<file path="src/rtl/clk_diag_pkg.sv">
// Shared constants for the CLK diagnostic sequencer: function codes, FSM states, sequence length.
// CLK_AUTO_START_EN appends FUNC_START as the final master-reset step.
package clk_diag_pkg;

    localparam logic [6:0] FUNC_STOP_CLOCK    = 7'o000;
    localparam logic [6:0] FUNC_START         = 7'o001;
    localparam logic [6:0] FUNC_CLR_RESET     = 7'o006;
    localparam logic [6:0] FUNC_SET_RESET     = 7'o007;
    localparam logic [6:0] FUNC_CLR_BURST_R   = 7'o042;
    localparam logic [6:0] FUNC_CLR_BURST_L   = 7'o043;
    localparam logic [6:0] FUNC_CLR_SRC_RATE  = 7'o044;
    localparam logic [6:0] FUNC_RESET_PARITY  = 7'o046;
    localparam logic [6:0] FUNC_CLR_CRAM_ADDR = 7'o051;
    localparam logic [6:0] FUNC_EN_KL_OPCODES = 7'o067;
    localparam logic [6:0] FUNC_EBUS_LOAD     = 7'o076;

`ifdef CLK_AUTO_START_EN
    localparam logic [3:0] SEQ_LAST = 4'd10;
`else
    localparam logic [3:0] SEQ_LAST = 4'd9;
`endif

    typedef enum logic [2:0] {
        ST_IDLE,
        ST_ARM,
        ST_HOLD,
        ST_SETTLE,
        ST_STEP
    } state_e;

endpackage

</file>
<file path="src/rtl/clk_diag_sequencer_if.sv">
// Request/handshake bundle between console logic (master) and the diag sequencer (slave).
interface clk_diag_sequencer_if #(
    parameter int DATA_W = 36
);
    logic              reqValid;
    logic [6:0]        reqFunc;
    logic [DATA_W-1:0] reqData;
    logic              reqMasterReset;
    logic              reqReady;
    logic              done;

    // A request (reqValid or reqMasterReset) is taken only on a clk edge where reqReady=1;
    // requests while reqReady=0 are dropped, and done pulses one clk when the work finishes.
    modport master (
        output reqValid, reqFunc, reqData, reqMasterReset,
        input  reqReady, done
    );

    modport slave (
        input  reqValid, reqFunc, reqData, reqMasterReset,
        output reqReady, done
    );
endinterface

</file>
<file path="src/rtl/clk_diag_rom.sv">
// Master-reset sequence table: step index to diag function code.
// CLK_AUTO_START_EN adds FUNC_START at index 10.
module clk_diag_rom
    import clk_diag_pkg::*;
(
    input  logic [3:0] idx,
    output logic [6:0] func
);

    always_comb begin
        func = FUNC_STOP_CLOCK;
        case (idx)
            4'd0:    func = FUNC_SET_RESET;
            4'd1:    func = FUNC_CLR_RESET;
            4'd2:    func = FUNC_STOP_CLOCK;
            4'd3:    func = FUNC_CLR_SRC_RATE;
            4'd4:    func = FUNC_RESET_PARITY;
            4'd5:    func = FUNC_CLR_BURST_R;
            4'd6:    func = FUNC_CLR_BURST_L;
            4'd7:    func = FUNC_CLR_CRAM_ADDR;
            4'd8:    func = FUNC_EN_KL_OPCODES;
            4'd9:    func = FUNC_EBUS_LOAD;
`ifdef CLK_AUTO_START_EN
            4'd10:   func = FUNC_START;
`endif
            default: func = FUNC_STOP_CLOCK;
        endcase
    end

endmodule

</file>
<file path="src/rtl/clk_diag_sequencer.sv">
// Drives EBUS diag functions (single request or master-reset sequence) paced by MHZ16_FREE edges.
// Optional CLK_AUTO_START_EN extends the sequence with FUNC_START.
module clk_diag_sequencer
    import clk_diag_pkg::*;
#(
    parameter int HOLD_EDGES   = 3,
    parameter int SETTLE_EDGES = 4,
    parameter int DATA_W       = 36
)
(
    input  logic                  clk,
    input  logic                  CROBAR,
    input  logic                  mhz16Free,
    clk_diag_sequencer_if.slave   req_if,
    output logic [6:0]            ebusDs,
    output logic                  ebusDiagStrobe,
    output logic [DATA_W-1:0]     ebusData,
    output logic [3:0]            seqIndex,
    output state_e                dbgState
);

    state_e            state_q, state_d;
    logic              m1_q;
    logic              seq_mode_q, seq_mode_d;
    logic [3:0]        seq_index_q, seq_index_d;
    logic [6:0]        func_q, func_d;
    logic [DATA_W-1:0] data_q, data_d;
    logic [7:0]        hold_cnt_q, hold_cnt_d;
    logic [7:0]        set_cnt_q, set_cnt_d;
    logic [6:0]        ds_q, ds_d;
    logic              strobe_q, strobe_d;
    logic [DATA_W-1:0] bus_data_q, bus_data_d;
    logic              ready_q, ready_d;
    logic              done_q, done_d;
    logic              fall, rise;
    logic [6:0]        rom_func;

    clk_diag_rom u_rom (
        .idx  (seq_index_q),
        .func (rom_func)
    );

    assign fall = m1_q & ~mhz16Free;
    assign rise = ~m1_q & mhz16Free;

    always_comb begin
        state_d     = state_q;
        seq_mode_d  = seq_mode_q;
        seq_index_d = seq_index_q;
        func_d      = func_q;
        data_d      = data_q;
        hold_cnt_d  = hold_cnt_q;
        set_cnt_d   = set_cnt_q;
        ds_d        = ds_q;
        strobe_d    = strobe_q;
        bus_data_d  = bus_data_q;
        ready_d     = ready_q;
        done_d      = 1'b0;
        case (state_q)
            ST_IDLE: begin
                // Master reset wins over a simultaneous single request.
                if (req_if.reqMasterReset) begin
                    seq_mode_d  = 1'b1;
                    seq_index_d = 4'd0;
                    ready_d     = 1'b0;
                    state_d     = ST_ARM;
                end else if (req_if.reqValid) begin
                    seq_mode_d = 1'b0;
                    func_d     = req_if.reqFunc;
                    data_d     = req_if.reqData;
                    ready_d    = 1'b0;
                    state_d    = ST_ARM;
                end
            end
            ST_ARM: begin
                if (fall) begin
                    ds_d       = seq_mode_q ? rom_func : func_q;
                    bus_data_d = seq_mode_q ? '0 : data_q;
                    strobe_d   = 1'b1;
                    hold_cnt_d = 8'd0;
                    state_d    = ST_HOLD;
                end
            end
            ST_HOLD: begin
                if (fall) begin
                    if (hold_cnt_q == 8'(HOLD_EDGES - 1)) begin
                        strobe_d   = 1'b0;
                        ds_d       = 7'd0;
                        bus_data_d = '0;
                        set_cnt_d  = 8'd0;
                        state_d    = ST_SETTLE;
                    end else begin
                        hold_cnt_d = hold_cnt_q + 8'd1;
                    end
                end
            end
            ST_SETTLE: begin
                if (rise) begin
                    set_cnt_d = set_cnt_q + 8'd1;
                    if (set_cnt_q == 8'(SETTLE_EDGES - 1)) begin
                        state_d = ST_STEP;
                    end
                end
            end
            ST_STEP: begin
                if (seq_mode_q && (seq_index_q < SEQ_LAST)) begin
                    seq_index_d = seq_index_q + 4'd1;
                    state_d     = ST_ARM;
                end else begin
                    done_d      = 1'b1;
                    ready_d     = 1'b1;
                    seq_index_d = 4'd0;
                    seq_mode_d  = 1'b0;
                    state_d     = ST_IDLE;
                end
            end
            default: state_d = ST_IDLE;
        endcase
    end

    always_ff @(posedge clk or posedge CROBAR) begin
        if (CROBAR) begin
            state_q     <= ST_IDLE;
            m1_q        <= 1'b0;
            seq_mode_q  <= 1'b0;
            seq_index_q <= 4'd0;
            func_q      <= 7'd0;
            data_q      <= '0;
            hold_cnt_q  <= 8'd0;
            set_cnt_q   <= 8'd0;
            ds_q        <= 7'd0;
            strobe_q    <= 1'b0;
            bus_data_q  <= '0;
            ready_q     <= 1'b1;
            done_q      <= 1'b0;
        end else begin
            state_q     <= state_d;
            m1_q        <= mhz16Free;
            seq_mode_q  <= seq_mode_d;
            seq_index_q <= seq_index_d;
            func_q      <= func_d;
            data_q      <= data_d;
            hold_cnt_q  <= hold_cnt_d;
            set_cnt_q   <= set_cnt_d;
            ds_q        <= ds_d;
            strobe_q    <= strobe_d;
            bus_data_q  <= bus_data_d;
            ready_q     <= ready_d;
            done_q      <= done_d;
        end
    end

    assign ebusDs          = ds_q;
    assign ebusDiagStrobe  = strobe_q;
    assign ebusData        = bus_data_q;
    assign seqIndex        = seq_index_q;
    assign dbgState        = state_q;
    assign req_if.reqReady = ready_q;
    assign req_if.done     = done_q;

endmodule

</file>
<file path="src/flat_wrapper.sv">
// flat-port wrapper written by rule: the top's interface ports become plain ports
module clk_diag_sequencer_flat import clk_diag_pkg::*;
#(
    parameter int HOLD_EDGES   = 3,
    parameter int SETTLE_EDGES = 4,
    parameter int DATA_W       = 36
)
  (clk, CROBAR, mhz16Free, ebusDs, ebusDiagStrobe, ebusData, seqIndex, dbgState, req_if_reqValid, req_if_reqFunc, req_if_reqData, req_if_reqMasterReset, req_if_reqReady, req_if_done);
  clk_diag_sequencer_if #(.DATA_W(DATA_W)) req_if_i ();
  input  logic clk;
  input  logic CROBAR;
  input  logic mhz16Free;
  output logic [6:0] ebusDs;
  output logic ebusDiagStrobe;
  output logic [DATA_W-1:0] ebusData;
  output logic [3:0] seqIndex;
  output state_e dbgState;
  input wire logic [$bits(req_if_i.reqValid)-1:0] req_if_reqValid;
  input wire logic [$bits(req_if_i.reqFunc)-1:0] req_if_reqFunc;
  input wire logic [$bits(req_if_i.reqData)-1:0] req_if_reqData;
  input wire logic [$bits(req_if_i.reqMasterReset)-1:0] req_if_reqMasterReset;
  output wire logic [$bits(req_if_i.reqReady)-1:0] req_if_reqReady;
  output wire logic [$bits(req_if_i.done)-1:0] req_if_done;
  assign req_if_i.reqValid = req_if_reqValid;
  assign req_if_i.reqFunc = req_if_reqFunc;
  assign req_if_i.reqData = req_if_reqData;
  assign req_if_i.reqMasterReset = req_if_reqMasterReset;
  assign req_if_reqReady = req_if_i.reqReady;
  assign req_if_done = req_if_i.done;
  clk_diag_sequencer #(.HOLD_EDGES(HOLD_EDGES), .SETTLE_EDGES(SETTLE_EDGES), .DATA_W(DATA_W)) u_core (.clk(clk), .CROBAR(CROBAR), .mhz16Free(mhz16Free), .req_if(req_if_i), .ebusDs(ebusDs), .ebusDiagStrobe(ebusDiagStrobe), .ebusData(ebusData), .seqIndex(seqIndex), .dbgState(dbgState));
endmodule
</file>
<file path="config.mk">
export PLATFORM = sky130hd
export DESIGN_NAME = clk_diag_sequencer_flat
export DESIGN_NICKNAME = d
export VERILOG_FILES = /design/src/rtl/clk_diag_pkg.sv /design/src/rtl/clk_diag_sequencer_if.sv /design/src/rtl/clk_diag_rom.sv /design/src/rtl/clk_diag_sequencer.sv /design/src/flat_wrapper.sv
export SDC_FILE = /design/constraint.sdc
export NUM_CORES = 1
export LEC_CHECK = 0
export CAP_MARGIN = 20
export CELL_PAD_IN_SITES_DETAIL_PLACEMENT = 0
export CELL_PAD_IN_SITES_GLOBAL_PLACEMENT = 2
export CORE_AREA = 8 8 135 137
export CTS_CLUSTER_DIAMETER = 60
export DETAILED_ROUTE_END_ITERATION = 12
export DIE_AREA = 0 0 143 145
export GPL_ROUTABILITY_DRIVEN = 1
export PLACE_DENSITY = 0.78
export SLEW_MARGIN = 20
export SYNTH_ARGS = -nofsm -noshare
export SYNTH_HDL_FRONTEND = slang
export SYNTH_SLANG_ARGS = --single-unit
</file>
<file path="constraint.sdc">
create_clock -name clk -period 3.86 [get_ports clk]
set_clock_uncertainty 0.1 [all_clocks]
set_input_delay 0.772 -clock clk [delete_from_list [all_inputs] [get_ports clk]]
set_output_delay 0.772 -clock clk [all_outputs]
set_load 0.02 [all_outputs]
</file>
# ---- Word-level counts from Yosys, hierarchy flattened
# Memory sizes are Yosys's and may differ from the RTL's.
# Cells that the tools add are included.
dict set report totals {
  ff_bits 114
  romBits 96
  input_bits 48
  out_inout_bits 53
  elab_cells 93
  mem_count 1
}
dict set report op_classes {
  add_sub_neg 3
  order_cmp 1
  n_eq_ne 15
  n_mux 43
  bitwise 5
  n_reduce_logical 12
}
# memory depth width read_ports rd_ports_with_merged_regs write_ports line_no
set mem_list {}
lappend mem_list {{(no name shown)} 16 6 1 0 0 clk_diag_rom.sv:12} ;# case (idx)
# cell count
set op_table {}
lappend op_table {{36-bit two-way mux} 4}
lappend op_table {{36-bit case mux with 2 select lines} 1}
lappend op_table {{8-bit two-way mux} 6}
lappend op_table {{8-bit case mux with 2 select lines} 2}
lappend op_table {{7-bit two-way mux} 4}
lappend op_table {{3-bit two-way mux} 7}
lappend op_table {{8-bit by 1-bit adder with 8-bit output, second input constant} 2}
lappend op_table {{8-bit by 2-bit equality test with 1-bit output, second input constant} 2}
lappend op_table {{3-bit case mux with 5 select lines} 1}
lappend op_table {{7-bit case mux with 2 select lines} 1}
lappend op_table {{4-bit AND reduction} 3}
lappend op_table {{1-bit two-way mux} 11}
lappend op_table {{2-bit by 1-bit inequality test with 1-bit output, second input constant} 5}
lappend op_table {{4-bit two-way mux} 2}
lappend op_table {{4-bit case mux with 2 select lines} 1}
lappend op_table {{3-bit by 2-bit equality test with 1-bit output, second input constant} 2}
lappend op_table {{2-bit inequality test, second input constant} 3}
lappend op_table {{1-bit case mux with 2 select lines} 3}
lappend op_table {{3-bit AND reduction} 2}
lappend op_table {{6-bit AND reduction} 1}
lappend op_table {{2-bit nonzero test} 3}
lappend op_table {{4-bit by 1-bit adder with 4-bit output, second input constant} 1}
lappend op_table {{4-bit < comparator, second input constant} 1}
lappend op_table {{3-bit by 1-bit equality test with 1-bit output, second input constant} 1}
lappend op_table {{other kinds (7)} 10}

# ---- Logic depth before layout (Yosys ltp)
# Gate-level depths: netlist of run 1.
dict set report depth {
  word_depth 4
  mapped_depth 7
  mapped_depth_nobuf 6
}

# ---- Cells and area by module
# From an unflattened synthesis of run 1, not the netlist that was laid out.
dict set report unflattened {
  hier_cells 370
  hier_area_um2 4903.5
}
# module n_inst cells_per_inst area_each_um2 seq_area_each_um2
set modules_own_cells {}
lappend modules_own_cells {clk_diag_sequencer 1 357 4809.6 2854.0}
lappend modules_own_cells {clk_diag_rom 1 13 93.8 0.0}

# ---- Worst setup path before layout of run 1
# OpenSTA, ideal clock, no wires.
dict set report synth_path {
  path_type {input to register}
  from {input mhz16Free}
  to {register u_core.hold_cnt_q[6]}
  setup_ns 0.077
  t_arrival_ns 2.027
  required_time_ns 3.683
  path_slack_ns 1.655
  path_stages 4
  path_buffers 0
  cell_sequence {or3b_1 a2111o_1 or3_1 a21oi_1}
}
dict set report synth_between {
  elab_chain_cells 4
  word_cells_on_any_way 5
  classes_between {eq/ne: 2; bitwise: 2; reduce/logical: 1}
}
# item line_no
set synth_lines {}
lappend synth_lines {{start: declaration} flat_wrapper.sv:12} ;# input logic mhz16Free;
lappend synth_lines {{1-bit NOT *} clk_diag_sequencer.sv:43} ;# assign fall = m1_q & ~mhz16Free;
lappend synth_lines {{1-bit AND *} clk_diag_sequencer.sv:43}
lappend synth_lines {{2-bit by 1-bit inequality test with 1-bit output (no line)} --}
lappend synth_lines {{4-bit AND reduction (no line) *} --}
lappend synth_lines {{end signal: assignment} clk_diag_sequencer.sv:143} ;# hold_cnt_q <= hold_cnt_d;
lappend synth_lines {{end: declaration} clk_diag_sequencer.sv:28} ;# logic [7:0] hold_cnt_q, hold_cnt_d;
# Every way passes the cells marked *; elsewhere a longest branch is shown, timed or not.
# A chain may end at the register's enable or synchronous reset.

# ---- Worst setup path after layout of run 1
dict set report layout_path {
  from {register u_core.state_q[0], in the netlist u_core.dbgState[0]}
  to {output dbgState[0]}
}
# item line_no
set layout_rtl {}
lappend layout_rtl {{start: declaration} clk_diag_sequencer.sv:22} ;# state_e state_q, state_d;
lappend layout_rtl {{start signal: assignment} clk_diag_sequencer.sv:137} ;# state_q <= state_d;
lappend layout_rtl {{end: declaration} flat_wrapper.sv:17} ;# output state_e dbgState;
# No word-level cell between the ends.

==> key figures, run 1 <==
Run status
  • Outcome: finished, final reports clean

Route
  • DRC viols: 0
  • Via/cell ratio: 4.80
  • Total wire length: 11800 um
  • Vias: 3436
  • Router iterations before antenna repair: 4
  • Avg WL per Cell: 16.5 um
  • Routed Antenna Nets: 0
  • Iteration-0 DRC Markers: 244

CTS
  • Worst-path clk slew: 0.06 ns
  • Worst-Skew Late Latency: 0.41 ns
  • Clock buffer depth: 2
  • Root buf cell: clkbuf_16
  • H-tree depth: 4
  • CTS tree: done
  • Count of hold buffers inserted by post-cts repair: 0
  • Clock Sink Count: 114
  • Post-CTS setup buffers: 0
  • Total CTS buffers: 17
  • Post-cts sizing count: 0

Floorplan
  • Core area: 0.0162 sq mm
  • Row count: 47
  • Num ports: 101
  • DIE HEIGHT: 145 um
  • Die area: 0.0207 sq mm
  • Initial Util: 30.0%
  • Die Wd: 143 um

Timing
  • Period minus WS final: 2.70 ns
  • Tcrit/Tclk final: 69.9%
  • Worst-Margin Slew: 0.867 ns
  • Hold WS: 0.382 ns
  • RSZ-0062 raised after global routing: no
  • Final Hold Vio Count: 0
  • Max-slew headroom: 41.9%
  • Final setup violation count: 0
  • Setup_tns: 0 ns
  • F_max: 0.371 GHz
  • Slew Limit Fails: 0

Yosys
  • Post-Synthesis Cells: 379
  • Dominant synthesized flop cell: dfrtp_1
  • Area of the mapped netlist: 0.00484 sq mm
  • Synth warnings: 0
  • Sequential element share of the synthesized area: 58.9%
  • Syn_area_per_cell: 12.8 sq um
  • Distinct cells, synth: 52
  • Post-synth ARST share: 100%
  • Synth Register Bits: 114
  • Post-synth EDFFs: 0
  • Syn_nets: 436

Pwr
  • Sequential Power Share: 42.0%
  • Peak VDD IR: 0.322 mV
  • Combinational share of power: 18.9%
  • Clock group share of total power: 39.1%
  • Pwr Total: 3.96 mW
  • Internal power: 2.82 mW
  • Static Leak: 2.98 nW
  • Psw: 1.13 mW
  • Power Dens Cells: 590 mW/mm^2
  • Sw Share: 28.7%

Placed design
  • Port Buffers: 100
  • Post-DP HPWL: 7830 um
  • DP Area: 0.00611 sq mm
  • RePlAce Congestion: 0.789
  • Inst Count DP: 685

Min path
  • Hold crit path type: flip-flop to flip-flop

GRT
  • Grt met3 use: 5.54%
  • GR peak layer: met2
  • Met2 Use GR: 17.0%
  • First-pass GRT wire length: 19700 um
  • Met1 usage: 15.6%
  • Total track usage: 12.1%
  • Grt ovf: 0
  • Initial antenna violation count: 0
  • Largest net degree at the start of global routing: 115
  • Vias in the first global route: 3708

Finish
  • Area growth from synthesis to layout: 38.3%
  • Finished Layout Cells: 716
  • Fill count: 1508
  • Design Area, Final: 0.00670 sq mm
  • Reg area: 0.00285 sq mm
  • Area of the multi-input gates: 0.00188 sq mm
  • Final nets: 541
  • Share of layout cells above drive strength 1: 17.7%
  • Ant. Diodes: 0

Job
  • Max-Cap Viols: 0

Worst setup path
  • Crit path launch type: flip-flop
  • Crit Path Class: flip-flop to output pin
  • Critical Path Sink Type: output pin
  • Required time at the worst-slack endpoint: 2.99 ns
  • Max incr delay on CP: 0.72 ns
  • Family with the most delay on the worst path: buffers and inverters
  • Crit-path cells: clkdlybuf4s50_1
  • WP buf/inv: 1
  • Slowest CP cell: clkdlybuf4s50_1
  • Critical Path AT: 1.83 ns
  • Maximum fanout along the worst path: 18
flip-flops by register name (all words and copies together) (netlist names):
signal	cells
u_core.data_q	36
u_core.dbgState	3
u_core.ebusData	36
u_core.ebusDiagStrobe	1
u_core.ebusDs	7
u_core.func_q	7
u_core.hold_cnt_q	8
u_core.m1_q	1
u_core.req_if.done	1
u_core.req_if.reqReady	1
u_core.seqIndex	4
u_core.seq_mode_q	1
u_core.set_cnt_q	8
cell usage after synthesis (3+ instances only):
library cell / count / area [sq um]
nand4_1: 3 / 18.8
nor4_1: 4 / 25.0
ha_1: 9 / 113
nor2_1: 6 / 22.5
inv_1: 14 / 52.6
o2bb2ai_1: 7 / 61.3
nand2b_1: 5 / 31.3
a22o_1: 40 / 350
nor3_1: 9 / 45.0
or4_1: 3 / 22.5
a21oi_1: 7 / 35.0
nor2b_1: 7 / 43.8
dfrtp_1: 113 / 2830
nand3_1: 5 / 25.0
a21boi_1: 3 / 22.5
nand2_1: 16 / 60.1
o21ai_0: 18 / 90.1
clkbuf_1: 15 / 56.3
mux2i_1: 3 / 30.0
o31ai_1: 6 / 45.0
mux2_2: 44 / 495
buf_2: 4 / 20.0
logic make-up (layout without fill, tap and decap cells):
logic type      count (synthesis)  count (layout)  share of synthesized area, %
xor+xnor                        2               2                         0.362
simple gates                   72              72                          8.70
fa+ha+maj                       9               9                          2.32
buf+inv                        33             150                          2.66
mux                            49              49                          11.3
flops                         114             114                          58.9
compound gates                100             100                          15.7
power groups by stage:
stage,combinational (mW),sequential [mW],clock (mW)
2_1_floorplan,0.579,1.61,0
3_3_place_gp,0.744,1.67,0
3_5_place_dp,0.759,1.68,0
4_1_cts,0.763,1.66,1.60
5_1_grt,0.836,1.70,1.65
6_report,0.747,1.66,1.55
stage by stage:
stage / worst slack [ns] / util (%)
after floorplan: 1.60 / -
final: 1.16 / 41.4
after global routing: 1.08 / 41.4
after CTS: 1.12 / 41.4
after global placement: 0.958 / 37.8
after detailed placement: 0.910 / 37.8
placed cells by master (no fill, tap or decap), types with 5 or more instances in the layout:
cell             count
dfrtp_1            113
clkdlybuf4s50_1    100
mux2_2              44
a22o_1              40
o21ai_0             18
clkbuf_16           17
nand2_1             16
inv_1               13
nor3_1               9
ha_1                 9
nor2b_1              7
o2bb2ai_1            7
a21oi_1              7
o31ai_1              6
nor2_1               6
clkinvlp_4           6
nand2b_1             5
area by class of cell:
class	count	share of cell area (%)
Clock buffer	19	6.76
Sequential cell	114	42.6
Tap cell	220	4.11
Clock inverter	12	2.00
Inverter	14	0.840
Multi-Input combinational cell	232	28.0
Timing Repair Buffer	105	15.7
routing by layer:
| metal | up-vias | wire, um |
|---|---|---|
| li1 | 1629 | - |
| met1 | 1707 | 5740 |
| met2 | 87 | 5080 |
| met3 | 13 | 862 |
| met4 | 0 | 154 |
| met5 | - | 0 |
worst paths after layout:
| check | startpoint | endpoint | slack [ns] | depth (start not counted) |
|---|---|---|---|---|
| max | u_core.dbgState[0] | dbgState[0] | 1.16 | 1 |
| min | u_core.data_q[5] | u_core.ebusData[5] | 0.38 | 1 |
| max reg2reg | u_core.dbgState[0] | u_core.data_q[3] | 1.39 | 4 |
| min reg2reg | u_core.data_q[5] | u_core.ebusData[5] | 0.38 | 1 |
| max in group asynchronous | CROBAR | u_core.set_cnt_q[2] | 2.42 | 3 |
| min in group asynchronous | CROBAR | u_core.ebusData[8] | 0.77 | 3 |
No activity file was read; power rests on OpenSTA's default activity.
==> run 2, diff against run 1 <==
Clock period 3.86 ns to 2.3 ns, I/O delays scaled along.
==> run 2 against run 1 <==
  * Die area unchanged
  * Design area up 2.5%
  * Sequential power up 65%
  * Largest cell class unchanged
  * Register-to-register slack worse by 1.3 ns
  * Power up 70%
  * Largest power group unchanged
  * Critical path depth unchanged
  * Critical endpoint is now dbgState[1]
  * First-iteration DRC count down 23%
==> key figures, run 2 (same netlist as run 1, synthesis figures left out) <==
Run status
  • Outcome: finished, final reports clean

CTS
  • Worst-Skew Late Latency: 0.41 ns
  • Clock buffer depth: 2
  • Clock Sink Count: 114
  • Post-cts sizing count: 0
  • H-tree depth: 4
  • CTS tree: done
  • Post-CTS setup buffers: 0
  • Total CTS buffers: 17
  • Root buf cell: clkbuf_16
  • Worst-path clk slew: 0.06 ns
  • Count of hold buffers inserted by post-cts repair: 0

Worst setup path
  • CP Launch Point: u_core.dbgState[1]
  • Depth of the most critical reg-to-reg path: 7
  • Family with the most delay on the worst path: buffers and inverters
  • Maximum fanout along the worst path: 10
  • Critical Path AT: 1.61 ns
  • Worst R2R End: u_core.set_cnt_q[6]
  • Crit Path Class: flip-flop to output pin
  • R2R Path Start: u_core.hold_cnt_q[0]
  • WP buf/inv: 1
  • Critical Path Sink Type: output pin
  • Slowest CP cell: clkdlybuf4s50_1
  • Crit-path cells: clkdlybuf4s50_1
  • Required time at the worst-slack endpoint: 1.74 ns
  • Crit path launch type: flip-flop
  • Worst R2R Setup Slack: 0.13 ns
  • Max incr delay on CP: 0.67 ns

Floorplan
  • DIE HEIGHT: 145 um
  • Num ports: 101
  • Core area: 0.0162 sq mm
  • Die area: 0.0207 sq mm
  • Row count: 47
  • Initial Util: 30.0%
  • Die Wd: 143 um

Route
  • Router iterations before antenna repair: 4
  • Iteration-0 DRC Markers: 187
  • Via/cell ratio: 4.82
  • Routed Antenna Nets: 0
  • DRC viols: 0
  • Vias: 3537
  • Total wire length: 12400 um
  • Avg WL per Cell: 16.8 um

Finish
  • Ant. Diodes: 0
  • Area growth from synthesis to layout: 41.8%
  • Final nets: 558
  • Finished Core Util: 42.5%
  • Share of layout cells above drive strength 1: 20.2%
  • Fill count: 1509
  • Most frequent cells in the layout: dfrtp_1 (113), clkdlybuf4s50_1 (100), mux2_2 (44)
  • Design Area, Final: 0.00687 sq mm
  • Most common cell after layout, fill and taps aside: dfrtp_1

Placed design
  • RePlAce Congestion: 0.763
  • Port Buffers: 100
  • Post-DP HPWL: 8280 um
  • DP Area: 0.00629 sq mm

Timing
  • Final setup violation count: 0
  • F_max: 0.461 GHz
  • Max-slew headroom: 62.0%
  • RSZ-0062 raised after global routing: no
  • Tcrit/Tclk final: 94.3%
  • Slew Limit Fails: 0
  • Worst-Margin Slew: 0.570 ns
  • Final Hold Vio Count: 0
  • Period minus WS final: 2.17 ns

Pwr
  • Power Dens Cells: 979 mW/mm^2
  • Internal power: 4.80 mW
  • Sequential Power Share: 40.8%
  • Psw: 1.93 mW
  • Pwr Total: 6.73 mW
  • Peak VDD IR: 0.517 mV
  • Static Leak: 3.09 nW
  • Sw Share: 28.7%
  • Combinational share of power: 20.9%
  • Clock group share of total power: 38.4%

Min path
  • Hold crit path type: input pin to async pin

GRT
  • Largest net degree at the start of global routing: 46
  • Vias in the first global route: 3830
  • First-pass GRT wire length: 20300 um
  • Grt ovf: 0
  • Initial antenna violation count: 0
  • Total track usage: 12.5%

Job
  • Max-Cap Viols: 0
run 2: cell type report:
type | count | area, sq um | share of cell area [%]
Tap cell | 220 | 275 | 4.01
Sequential cell | 114 | 2850 | 41.5
Clock inverter | 12 | 133 | 1.93
Clock buffer | 20 | 447 | 6.50
Multi-Input combinational cell | 232 | 1880 | 27.3
Timing Repair Buffer | 122 | 1230 | 17.9
Inverter | 14 | 56.3 | 0.819
run 2: power by group through the flow:
stage	clock network [mW]	registers, mW	logic, mW
after floorplan	0	2.70	0.972
after global placement	0	2.75	1.39
after detailed placement	0	2.78	1.42
after CTS	2.65	2.74	1.43
after global routing	2.75	2.80	1.55
final	2.58	2.74	1.41
run 2: stage by stage:
stage	std cells	hold slack (ns)	setup WS [ns]	setup TNS (ns)
3_5_place_dp	702	0.375	-0.160	-0.578
4_1_cts	734	0.308	0.0933	0
5_1_grt	734	0.331	0.00847	0
3_3_place_gp	702	0.368	-0.105	-0.222
2_1_floorplan	379	0.361	0.292	0
6_report	734	0.321	0.131	0
run 2: worst max path at each step:
| stage | to | slack (ns) | cells past startpoint |
|---|---|---|---|
| 6_report | dbgState[1] | 0.13 | 1 |
| 5_1_grt | u_core.set_cnt_q[6] | 0.008 | 7 |
| 4_1_cts | dbgState[1] | 0.09 | 1 |
| 3_5_place_dp | u_core.hold_cnt_q[6] | -0.16 | 5 |
| 3_3_place_gp | u_core.hold_cnt_q[6] | -0.11 | 5 |
| 2_1_floorplan | u_core.set_cnt_q[4] | 0.29 | 6 |
run 2: routing by layer:
layer / up-vias / wire length, um / GRT usage [%] / part of all wire [%]
met2: 101 / 5540 / 18.7 / 45
li1: 1658 / - / - / -
met3: 6 / 1280 / 7.41 / 10
met4: 0 / 83 / 3.83 / 0.67
met5: - / 0 / 0 / 0
met1: 1772 / 5450 / 14.6 / 44
==> run 3, diff against run 2 <==
Settings changed: CAP_MARGIN 20 to 40.
==> results of run 3 <==
The final DEF is identical to that of run 2; final timing and power are the same.
